**config.mk**
```make
export PLATFORM = sky130hd
export DESIGN_NAME = q_episode_ctrl
export DESIGN_NICKNAME = d
export VERILOG_FILES = /design/src/rtl/q_maze_pkg.sv /design/src/rtl/q_action_select.sv /design/src/rtl/q_episode_ctrl.sv
export SDC_FILE = /design/constraint.sdc
export NUM_CORES = 1
export LEC_CHECK = 0
export CAP_MARGIN = 20
export CORE_MARGIN = 1
export CORE_UTILIZATION = 35
export CTS_BUF_LIST = sky130_fd_sc_hd__clkbuf_4 sky130_fd_sc_hd__clkbuf_8
export CTS_CLUSTER_SIZE = 12
export DETAILED_ROUTE_END_ITERATION = 6
export PLACE_DENSITY_LB_ADDON = 0.1
export SLEW_MARGIN = 20
export SYNTH_ARGS = -nofsm -noshare
export SYNTH_HDL_FRONTEND = slang
export SYNTH_SLANG_ARGS = --single-unit
```
**constraint.sdc**
```tcl
create_clock -name clk -period 9.6 [get_ports clk]
set_clock_uncertainty 0.05 [all_clocks]
set_input_delay 1.92 -clock clk [delete_from_list [all_inputs] [get_ports clk]]
set_output_delay 1.92 -clock clk [all_outputs]
set_load 0.02 [all_outputs]
```
**src/rtl/q_maze_pkg.sv**
```systemverilog
// Shared types and constants for the 6x6 maze Q-learner.
// States are numbered 1..36; 0 is the reset/unused encoding.
package q_maze_pkg;

  localparam int unsigned N_STATES  = 36;
  localparam int unsigned N_ACTIONS = 4;
  localparam int unsigned GRID_W    = 6;

  typedef logic [$clog2(N_STATES + 1)-1:0] state_t;
  typedef logic [1:0]                      action_t;
  typedef logic signed [31:0]              q_t;
  typedef q_t                              q_row_t [N_ACTIONS];

  typedef enum logic [2:0] {
    CtrlIdle   = 3'd0,
    CtrlRead   = 3'd1,
    CtrlSelect = 3'd2,
    CtrlStep   = 3'd3,
    CtrlWait   = 3'd4,
    CtrlUpd    = 3'd5,
    CtrlCheck  = 3'd6,
    CtrlDone   = 3'd7
  } ctrl_state_e;

endpackage

```
**src/rtl/q_action_select.sv**
```systemverilog
// Combinational epsilon-greedy action choice over one Q row.
// Greedy pick is a signed argmax with ties resolved to the lowest index.
module q_action_select
  import q_maze_pkg::*;
(
  input  q_row_t       row,
  input  logic [9:0]   rnd,
  input  logic [7:0]   epsilon,
  output action_t      action
);

  action_t best_idx;
  q_t      best_val;

  always_comb begin
    best_idx = '0;
    best_val = row[0];
    // Strict '>' keeps the earlier index on ties.
    for (int unsigned i = 1; i < N_ACTIONS; i++) begin
      if (row[i] > best_val) begin
        best_val = row[i];
        best_idx = action_t'(i);
      end
    end
  end

  assign action = (rnd[7:0] < epsilon) ? rnd[9:8] : best_idx;

endmodule

```
**src/rtl/q_episode_ctrl.sv**
```systemverilog
// Episode sequencer: reads a Q row, picks an action, steps the environment,
// scores the move and hands the transition to the Q-update unit.
module q_episode_ctrl
  import q_maze_pkg::*;
#(
  parameter int unsigned NUM_EPISODES = 200,
  parameter int unsigned MAX_STEPS    = 100,
  parameter logic [7:0]  EPSILON      = 8'd26,
  parameter logic [15:0] LFSR_SEED    = 16'hACE1,
  parameter q_t          REWARD_GOAL  = 32'sd100,
  parameter q_t          REWARD_WALL  = -32'sd10,
  parameter q_t          REWARD_STEP  = -32'sd1
) (
  input  logic         clk,
  input  logic         rst,
  input  logic         start,
  input  state_t       start_state,
  input  state_t       target_state,
  output logic         q_rd_req,
  output state_t       q_rd_state,
  input  logic         q_rd_ack,
  input  q_row_t       q_rd_row,
  output logic         env_done,
  output state_t       env_state,
  output logic [3:0]   env_action,
  input  logic         env_valid,
  input  state_t       env_next_state,
  output logic         upd_req,
  input  logic         upd_ack,
  output state_t       upd_state,
  output action_t      upd_action,
  output state_t       upd_next,
  output q_t           upd_reward,
  output logic         upd_terminal,
  output logic [15:0]  episode_count,
  output logic [7:0]   step_count,
  output logic         busy,
  output logic         training_done
);

  ctrl_state_e state_q, state_d;
  logic [15:0] lfsr_q, lfsr_d;
  state_t      cur_q, cur_d;
  state_t      nxt_q, nxt_d;
  q_row_t      row_q, row_d;
  action_t     action_q, action_d;
  q_t          reward_q, reward_d;
  logic        terminal_q, terminal_d;
  logic [15:0] ep_q, ep_d;
  logic [7:0]  step_q, step_d;
  action_t     sel_action;

  q_action_select u_select (
    .row     (row_q),
    .rnd     (lfsr_q[9:0]),
    .epsilon (EPSILON),
    .action  (sel_action)
  );

  // Galois form of x^16+x^14+x^13+x^11+1, shifting right.
  assign lfsr_d = {1'b0, lfsr_q[15:1]} ^ (lfsr_q[0] ? 16'hB400 : 16'h0000);

  always_comb begin
    state_d    = state_q;
    cur_d      = cur_q;
    nxt_d      = nxt_q;
    row_d      = row_q;
    action_d   = action_q;
    reward_d   = reward_q;
    terminal_d = terminal_q;
    ep_d       = ep_q;
    step_d     = step_q;
    case (state_q)
      CtrlIdle, CtrlDone: begin
        if (start) begin
          cur_d   = start_state;
          ep_d    = '0;
          step_d  = '0;
          state_d = CtrlRead;
        end
      end
      CtrlRead: begin
        if (q_rd_ack) begin
          row_d   = q_rd_row;
          state_d = CtrlSelect;
        end
      end
      CtrlSelect: begin
        action_d = sel_action;
        state_d  = CtrlStep;
      end
      CtrlStep: state_d = CtrlWait;
      CtrlWait: begin
        if (env_valid) begin
          nxt_d      = env_next_state;
          terminal_d = (env_next_state == target_state);
          // Goal outranks wall when the target is also the current cell.
          if (env_next_state == target_state) begin
            reward_d = REWARD_GOAL;
          end else if (env_next_state == cur_q) begin
            reward_d = REWARD_WALL;
          end else begin
            reward_d = REWARD_STEP;
          end
          state_d = CtrlUpd;
        end
      end
      CtrlUpd: begin
        if (upd_ack) begin
          step_d  = (step_q == 8'hFF) ? step_q : step_q + 8'd1;
          state_d = CtrlCheck;
        end
      end
      CtrlCheck: begin
        if (terminal_q || ({24'd0, step_q} == MAX_STEPS)) begin
          ep_d   = ep_q + 16'd1;
          step_d = '0;
          cur_d  = start_state;
        end else begin
          cur_d = nxt_q;
        end
        state_d = ({16'd0, ep_d} == NUM_EPISODES) ? CtrlDone : CtrlRead;
      end
      default: state_d = CtrlIdle;
    endcase
  end

  always_ff @(posedge clk or negedge rst) begin
    if (!rst) begin
      state_q    <= CtrlIdle;
      lfsr_q     <= LFSR_SEED;
      cur_q      <= '0;
      nxt_q      <= '0;
      row_q      <= '{default: '0};
      action_q   <= '0;
      reward_q   <= '0;
      terminal_q <= 1'b0;
      ep_q       <= '0;
      step_q     <= '0;
    end else begin
      state_q    <= state_d;
      lfsr_q     <= lfsr_d;
      cur_q      <= cur_d;
      nxt_q      <= nxt_d;
      row_q      <= row_d;
      action_q   <= action_d;
      reward_q   <= reward_d;
      terminal_q <= terminal_d;
      ep_q       <= ep_d;
      step_q     <= step_d;
    end
  end

  // Interface fields are zeroed outside their own phase so idle buses stay quiet.
  assign q_rd_req      = (state_q == CtrlRead);
  assign q_rd_state    = q_rd_req ? cur_q : '0;
  assign env_done      = (state_q == CtrlStep);
  assign env_state     = env_done ? cur_q : '0;
  assign env_action    = env_done ? {2'b00, action_q} : 4'd0;
  assign upd_req       = (state_q == CtrlUpd);
  assign upd_state     = upd_req ? cur_q : '0;
  assign upd_action    = upd_req ? action_q : '0;
  assign upd_next      = upd_req ? nxt_q : '0;
  assign upd_reward    = upd_req ? reward_q : '0;
  assign upd_terminal  = upd_req & terminal_q;
  assign episode_count = ep_q;
  assign step_count    = step_q;
  assign busy          = (state_q != CtrlIdle) && (state_q != CtrlDone);
  assign training_done = (state_q == CtrlDone);

endmodule

```
==> parameters.txt, run 1 <==
Parameter                              Value

Routing
  Vias ... just under 9000
  Met2 wire length ... about 13000 um
  Post-detailed-route wirelength per cell ... ~17 um
  Vias per inst ... 5.042
  Detailed-route DRC error count ... 0
  Highest signal layer in the routed design ... met5
  Detail Route met3 WL ... between 1000 and 1500 um
  Post-route met1 wirelength ... around 15000 um
  First-pass iteration count of the detailed router ... 5
  Antenna violation net count after detailed routing ... 0
  DRC marker count from the first detailed-route iteration ... 456
  Overall routed net length ... approximately 29000 um

Clock network
  Clock transition time at the flip-flop clock pins of the worst setup and hold paths ... roughly 100 ps
  Post-cts repair resize count ... 0
  Skew-Pair Late Insertion Delay ... about 470 ps
  Count of H-tree levels built during CTS ... 4
  Number of buffers inserted by hold repair at cts ... 0
  Root Buffer Master ... sky130_fd_sc_hd__clkbuf_8
  TritonCTS Sinks ... around 190
  Clock buffer count from CTS ... 17
  Setup Fix Bufs, Post-CTS ... 0
  Clock tree from TritonCTS ... yes
  Bufs on Longest Clock Path ... 2

STA
  Unrepaired setup endpoints after global routing ... no
  Max Transition Viols Final ... 0
  Hold slack final ... roughly 320 ps
  Total Negative Setup Slacks ... 0 ps
  Number of hold violations in the final report ... 0
  Final Setup Violations ... 0
  Actual transition at the worst max-transition pin ... approximately 900 ps
  Rel. slew slack ... a little under two fifths
  Highest clock rate ... 0.1221 GHz
  Min Clock Period, post-route ... ~8000 ps
  Final period util ... a little under nine tenths

Min path
  Worst Hold Path Cells ... 0
  Class of the tightest hold or removal check ... flip-flop to flip-flop

Setup path
  Length in cells of the worst reg-to-reg path ... 27
  Data required time at the worst endpoint ... slightly below 10000 ps
  Critical path data arrival time ... 8490 ps
  Slowest cell on the critical path ... sky130_fd_sc_hd__mux2i_4
  Kind of start point of the critical path ... flip-flop
  Critical R2R Launch ... row_q[71]$_DFFE_PN0P_
  Setup slack on the worst flop-to-flop path ... around 1400 ps
  Critical path endpoint category ... flip-flop
  Slowest Stage Delay on Critical Path ... 840 ps
  Critical Path Start ... row_q[71]$_DFFE_PN0P_
  Type of the worst setup path ... flip-flop to flip-flop
  Worst reg2reg path endpoint ... action_q[1]$_DFFE_PN0P_
  Worst setup endpoint ... action_q[1]$_DFFE_PN0P_
  Most common cell on crit path ... sky130_fd_sc_hd__a21oi_1
  Critical path peak fanout ... 22

Yosys
  Syn. warnings ... 0
  Leading cell types by total area after synthesis ... sky130_fd_sc_hd__dfrtp_1, sky130_fd_sc_hd__ha_1, sky130_fd_sc_hd__mux2_2, sky130_fd_sc_hd__o21ai_0, sky130_fd_sc_hd__nand2_1
  Dominant register cell in the synthesized netlist ... sky130_fd_sc_hd__dfrtp_1
  Fraction of synthesized cell area taken by the top area cell type ... approximately two fifths
  Distinct cell type count after synthesis ... 64
  Sequential fraction of the synthesis area ... 41.87%
  Cell type with the highest aggregate area in the netlist ... sky130_fd_sc_hd__dfrtp_1
  Number of flops mapped to enable cells by yosys ... 0
  Number of flip-flops and latches in the synthesized netlist ... ~190
  Netlist Area Pre-Place ... 11320 sq um
  Average footprint of a synthesized cell ... between 10 and 15 sq um
  Syn Inst Count ... around 1100
  Async S/R FF share, synth ... between 90% and 100%

Floorplan
  Die boundary height ... around 180 um
  I/O pin count ... approximately 240
  Starting density of the core ... 35.68%
  Placement row count ... 65
  Total die area ... ~33000 sq um
  Core Region ... between 30000 and 40000 sq um
  Horizontal extent of the die ... between 150 and 200 um

Global route
  Global route total overflow ... 0
  Antenna violations before repair ... 1
  Global router's overall resource usage ... 18.14%
  Vias in the first global route ... roughly 8600
  Largest net degree at the start of global routing ... 75
  Wire length of the first global-routing pass ... roughly 47000 um

Run status
  Outcome ... finished clean

Power
  Pwr Density ... 405.2 nW/um^2
  Leak ... 6.299 nW
  Peak supply drop ... 274.9 uV

Cells and area
  Commonest cells after routing, fill and taps aside ... sky130_fd_sc_hd__clkdlybuf4s50_1, sky130_fd_sc_hd__dfrtp_1, sky130_fd_sc_hd__nand2_1, sky130_fd_sc_hd__o21ai_0, sky130_fd_sc_hd__ha_1
  Share of post-route cells with drive strength above 1 ... around an eighth
  Post-synthesis to final-layout area growth ... 26.86%
  Number of inserted filler cells in the final layout ... approximately 3000
  Most common library cell in the layout ignoring fill and taps ... sky130_fd_sc_hd__clkdlybuf4s50_1
  Final #Nets ... 1573
  Antenna diode count ... 0

Placed design
  DP Wirelength ... 22350 um
  I/O Buffers ... about 240
  Last weighted congestion value of the routability-driven placer ... roughly 0.8

Job
  Reported max-cap violation count ... 0
per-stage QoR:
step,utilization (%),power (mW),worst slack [ps],instances,area (sq um)
final,45.27,5.819,1408,1737,14360
after global routing,45.27,6.384,768.4,1737,14360
after CTS,45.27,5.905,1206,1737,14360
after detailed placement,43.87,5.264,1237,1705,13910
after global placement,43.85,5.211,1304,1705,13910
after floorplan,-,4.287,2944,1126,11320
per-layer routing:
| layer | vias to the layer above | global-route usage [%] |
|---|---|---|
| li1 | 4320 | - |
| met1 | 4178 | 25.78 |
| met2 | 247 | 29.28 |
| met3 | 11 | 2.848 |
| met4 | 2 | 3.254 |
| met5 | - | 0 |
cells in the mapped netlist, types with 5 or more instances:
master and number:
sky130_fd_sc_hd__nor4_1 5, sky130_fd_sc_hd__inv_1 79, sky130_fd_sc_hd__and4_1 6, sky130_fd_sc_hd__nor2_1 35, sky130_fd_sc_hd__buf_1 5, sky130_fd_sc_hd__o21ai_0 115
sky130_fd_sc_hd__xnor2_1 12, sky130_fd_sc_hd__nand2_1 123, sky130_fd_sc_hd__a21o_1 9, sky130_fd_sc_hd__dfrtp_1 181, sky130_fd_sc_hd__nor3_1 8, sky130_fd_sc_hd__mux2_4 28
sky130_fd_sc_hd__nand3_1 19, sky130_fd_sc_hd__ha_1 99, sky130_fd_sc_hd__xor2_1 9, sky130_fd_sc_hd__o211ai_1 6, sky130_fd_sc_hd__clkbuf_1 31, sky130_fd_sc_hd__mux2i_1 31
sky130_fd_sc_hd__a21oi_1 57, sky130_fd_sc_hd__mux2_2 74, sky130_fd_sc_hd__dfstp_2 8, sky130_fd_sc_hd__and3_1 11, sky130_fd_sc_hd__and2_1 35, sky130_fd_sc_hd__nand4_1 22
sky130_fd_sc_hd__o31ai_1 9, sky130_fd_sc_hd__buf_4 34, sky130_fd_sc_hd__a22oi_1 6
where the power goes:
group	internal, mW	leakage (nW)	total, mW	switching (mW)
Combinational	1.88	3.76	3.84	1.96
Sequential	1.12	2.32	1.37	0.251
Clock	0.300	0.217	0.612	0.312
Total	3.30	6.30	5.82	2.52
cells by family after synthesis:
family / count (synthesis) / synth area share (%)
adders and majority gates: 99 / 10.94
muxes: 136 / 14.16
AOI/OAI and AO/OA: 239 / 12.44
xor gates and xnor gates: 21 / 1.625
other: 1 / 0.03313
and+or+nand+nor: 286 / 12.47
buffers and inverters: 154 / 6.456
DFF: 189 / 41.87
layout make-up:
cell class | instances | area [sq um] | share of cell area (%)
Timing Repair Buffer | 252 | 2499 | 17.40
Clock buffer | 20 | 262.8 | 1.830
Sequential cell | 189 | 4740 | 33.01
Clock inverter | 12 | 182.7 | 1.272
Tap cell | 402 | 503.0 | 3.503
Inverter | 79 | 296.5 | 2.065
Multi-Input combinational cell | 783 | 5876 | 40.92
sequential cells by signal (all words and copies together) (netlist names):
register,count
row_q,128
episode_count,16
lfsr_q,16
step_count,8
cur_q,6
nxt_q,6
reward_q,3
state_q,3
action_q,2
terminal_q,1
how the worst min path moves through the flow:
stage	from	end	slack (ps)
after floorplan	lfsr_q[12]$_DFF_PN0_	lfsr_q[11]$_DFF_PN1_	280
after global placement	lfsr_q[12]$_DFF_PN0_	lfsr_q[11]$_DFF_PN1_	290
after detailed placement	lfsr_q[12]$_DFF_PN0_	lfsr_q[11]$_DFF_PN1_	300
after CTS	lfsr_q[12]$_DFF_PN0_	lfsr_q[11]$_DFF_PN1_	320
after global routing	lfsr_q[7]$_DFF_PN1_	lfsr_q[6]$_DFF_PN1_	330
final	lfsr_q[12]$_DFF_PN0_	lfsr_q[11]$_DFF_PN1_	320
critical path: cells and delay by family (launching register included):
family                   cells  cell delay [ps]
flip-flops                   1              410
multiplexers                 4             2250
AND/OR/NAND/NOR              2              180
adder cells (fa/ha/maj)      3              930
AO/OA/AOI/OAI               16             3330
buffers and inverters        2              900
Power figures use the tool's default switching activity.
==> run 2: changes to the inputs <==
--- a/config.mk
+++ b/config.mk
@@ -11,7 +11,7 @@
 export CTS_BUF_LIST = sky130_fd_sc_hd__clkbuf_4 sky130_fd_sc_hd__clkbuf_8
 export CTS_CLUSTER_SIZE = 12
 export DETAILED_ROUTE_END_ITERATION = 6
-export PLACE_DENSITY_LB_ADDON = 0.1
+export SETUP_SLACK_MARGIN = 0.2
 export SLEW_MARGIN = 20
 export SYNTH_ARGS = -nofsm -noshare
 export SYNTH_HDL_FRONTEND = slang
==> run 2 against run 1 <==
Compared with the run above:
- sequential cell count unchanged
- sequential power is essentially flat
- core utilization about the same
- global-route usage shrank 0.062 points
- worst setup slack lost 48 ps
- critical endpoint unchanged
- die area unchanged
- largest power group unchanged
- non-clock buffer count unchanged
- hold slack got worse by 8.1 ps
- cell area barely moved
- total power shrank 1.3%
- fmax down 0.58%
- register-to-register slack worse by 50 ps
==> parameters.txt, run 2 (synthesized netlist as in run 1, its figures left out) <==
Parameter                              Value

Clock network
  Post-cts repair resize count ... 0
  Clock buffer count from CTS ... 17
  Number of buffers inserted by hold repair at cts ... 0
  TritonCTS Sinks ... roughly 190
  Bufs on Longest Clock Path ... 2
  Skew-Pair Late Insertion Delay ... roughly 480 ps
  Setup Fix Bufs, Post-CTS ... 0
  Root Buffer Master ... sky130_fd_sc_hd__clkbuf_8
  Count of H-tree levels built during CTS ... 4
  Clock tree from TritonCTS ... yes
  Clock transition time at the flip-flop clock pins of the worst setup and hold paths ... 130 ps

Run status
  Outcome ... finished clean

Min path
  Class of the tightest hold or removal check ... flip-flop to flip-flop
  Worst Hold Path Cells ... 0
  Startpoint of the lowest-slack hold path ... lfsr_q[12]$_DFF_PN0_
  Endpoint with the worst hold slack ... lfsr_q[11]$_DFF_PN1_

Placed design
  I/O Buffers ... about 240
  DP Wirelength ... 22460 um
  Area of placed instances ... between 10000 and 15000 sq um
  Number of placed cells counting well taps ... between 1500 and 2000
  Last weighted congestion value of the routability-driven placer ... roughly 0.85

Cells and area
  Most common library cell in the layout ignoring fill and taps ... sky130_fd_sc_hd__clkdlybuf4s50_1
  Number of inserted filler cells in the final layout ... between 2000 and 3000
  Sequential cell area ... around 4700 sq um
  Final #Nets ... 1573
  Final Cell Area ... 14350 sq um
  Final Non-Filler Cells ... roughly 1700
  Biggest register ... row_q
  Commonest cells after routing, fill and taps aside ... sky130_fd_sc_hd__clkdlybuf4s50_1, sky130_fd_sc_hd__dfrtp_1, sky130_fd_sc_hd__nand2_1, sky130_fd_sc_hd__o21ai_0, sky130_fd_sc_hd__ha_1
  Post-synthesis to final-layout area growth ... 26.82%
  Share of post-route cells with drive strength above 1 ... between 10% and 20%
  Flip-flop count of the largest register after layout ... between 100 and 150
  Multi-input combinational cell area ... around 5900 sq um

Power
  Switching power as a share of total power ... between 40% and 50%
  Leak ... 6.295 nW
  Net switching power ... approximately 2.5 mW
  Share of power burned in the clock network ... 9.9%
  Power consumption ... 5.746 mW
  Peak supply drop ... around 360 uV
  Comb power frac ... ~66%
  Pwr Density ... 400.3 nW/um^2
  Internal power consumption ... between 3 and 4 mW
  Sequential share of power ... between 20% and 30%

Floorplan
  Core Region ... ~32000 sq um
  Starting density of the core ... 35.68%
  I/O pin count ... about 240
  Total die area ... 33060 sq um
  Die boundary height ... approximately 180 um
  Placement row count ... 65
  Horizontal extent of the die ... about 180 um

STA
  Number of hold violations in the final report ... 0
  Hold slack final ... between 300 and 400 ps
  Actual transition at the worst max-transition pin ... 976.3 ps
  Rel. slew slack ... 34.91%
  Total Negative Setup Slacks ... 0 ps
  Final period util ... approximately 86%
  Max Transition Viols Final ... 0
  Min Clock Period, post-route ... 8240 ps
  Unrepaired setup endpoints after global routing ... no
  Highest clock rate ... ~0.12 GHz
  Final Setup Violations ... 0

Routing
  Detailed-route DRC error count ... 0
  DRC marker count from the first detailed-route iteration ... approximately 500
  Vias ... slightly below 9000
  Post-detailed-route wirelength per cell ... around 17 um
  Overall routed net length ... slightly below 30000 um
  Vias per inst ... a little over 5
  Antenna violation net count after detailed routing ... 0
  First-pass iteration count of the detailed router ... 5

Global route
  Wire length of the first global-routing pass ... approximately 47000 um
  Global route total overflow ... 0
  Largest net degree at the start of global routing ... ~100
  Vias in the first global route ... approximately 8700
  Antenna violations before repair ... 3
  Global router's overall resource usage ... between 10% and 20%

Setup path
  Data required time at the worst endpoint ... just under 10000 ps
  Type of the worst setup path ... flip-flop to flip-flop
  Critical path endpoint category ... flip-flop
  Kind of start point of the critical path ... flip-flop
  Length in cells of the worst reg-to-reg path ... 26
  Worst reg2reg path endpoint ... action_q[1]$_DFFE_PN0P_
  Critical R2R Launch ... row_q[74]$_DFFE_PN0P_
  Critical path peak fanout ... 19
  Setup slack on the worst flop-to-flop path ... approximately 1400 ps
  Critical path data arrival time ... around 8500 ps

Job
  Reported max-cap violation count ... 0
## run 2: cell count changes in the layout (fill, tap and decap cells not counted), sizes merged
cell | previous run | this run
bufinv | 4 | 0
clkbuf | 21 | 18
clkinv | 2 | 7
clkinvlp | 3 | 1
diode | 0 | 1
inv | 82 | 86
## run 2: layout make-up
class	count	area share (%)
Multi-Input combinational cell	783	40.91
Sequential cell	189	33.02
Timing Repair Buffer	252	17.41
Tap cell	402	3.504
Inverter	79	2.066
Clock buffer	17	1.630
Clock inverter	15	1.447
Antenna cell	1	0.01743
## run 2: worst max-delay path by stage
stage,startpoint,end,depth (start not counted)
2_1_floorplan,row_q[71]$_DFFE_PN0P_,action_q[0]$_DFFE_PN0P_,25
3_3_place_gp,row_q[74]$_DFFE_PN0P_,action_q[0]$_DFFE_PN0P_,27
3_5_place_dp,row_q[74]$_DFFE_PN0P_,action_q[1]$_DFFE_PN0P_,26
4_1_cts,row_q[74]$_DFFE_PN0P_,action_q[1]$_DFFE_PN0P_,26
5_1_grt,row_q[74]$_DFFE_PN0P_,action_q[1]$_DFFE_PN0P_,26
6_report,row_q[74]$_DFFE_PN0P_,action_q[1]$_DFFE_PN0P_,26
## run 2: critical path, stage by stage, from the launching register on
cell	delay, ps
sky130_fd_sc_hd__dfrtp_1	430
sky130_fd_sc_hd__ha_1	340
sky130_fd_sc_hd__nand4_1	190
sky130_fd_sc_hd__inv_1	60
sky130_fd_sc_hd__a221oi_1	290
sky130_fd_sc_hd__o211ai_1	170
sky130_fd_sc_hd__a21oi_1	290
sky130_fd_sc_hd__mux2i_4	750
sky130_fd_sc_hd__buf_4	460
sky130_fd_sc_hd__mux2i_1	420
sky130_fd_sc_hd__ha_1	340
sky130_fd_sc_hd__and4_1	240
sky130_fd_sc_hd__a221oi_1	310
sky130_fd_sc_hd__nor3_1	140
sky130_fd_sc_hd__a2111oi_4	420
sky130_fd_sc_hd__mux2i_4	760
sky130_fd_sc_hd__buf_4	440
sky130_fd_sc_hd__mux2_2	380
sky130_fd_sc_hd__ha_1	280
sky130_fd_sc_hd__nor2b_1	130
sky130_fd_sc_hd__o211ai_1	150
sky130_fd_sc_hd__a21oi_1	80
sky130_fd_sc_hd__o311ai_0	310
sky130_fd_sc_hd__a21oi_1	140
sky130_fd_sc_hd__o22ai_1	160
sky130_fd_sc_hd__o211ai_1	140
sky130_fd_sc_hd__o221a_1	240
## run 2: per-layer routing
layer  part of all wire, %  wire length (um)  track usage, %  vias to the layer above
li1                      -                 -               -                     4344
met5                 0.045                13               0                        -
met2                    46             13350           29.23                      253
met4                  0.92               269           3.288                        2
met1                    48             13980           25.11                     4142
met3                   5.2              1522           3.650                       16
## run 2: stage by stage
step	util (%)	setup WS, ps
final	45.25	1360
after global routing	45.25	787.6
after CTS	45.25	1271
after detailed placement	43.85	1353
after global placement	43.85	1456
after floorplan	-	2944
## run 2: power groups by stage
stage / registers (mW) / clock network, mW / logic (mW)
after floorplan: 1.29 / 0 / 3.00
after global placement: 1.37 / 0 / 3.77
after detailed placement: 1.38 / 0 / 3.83
after CTS: 1.36 / 0.590 / 3.86
after global routing: 1.41 / 0.621 / 4.25
final: 1.36 / 0.570 / 3.81
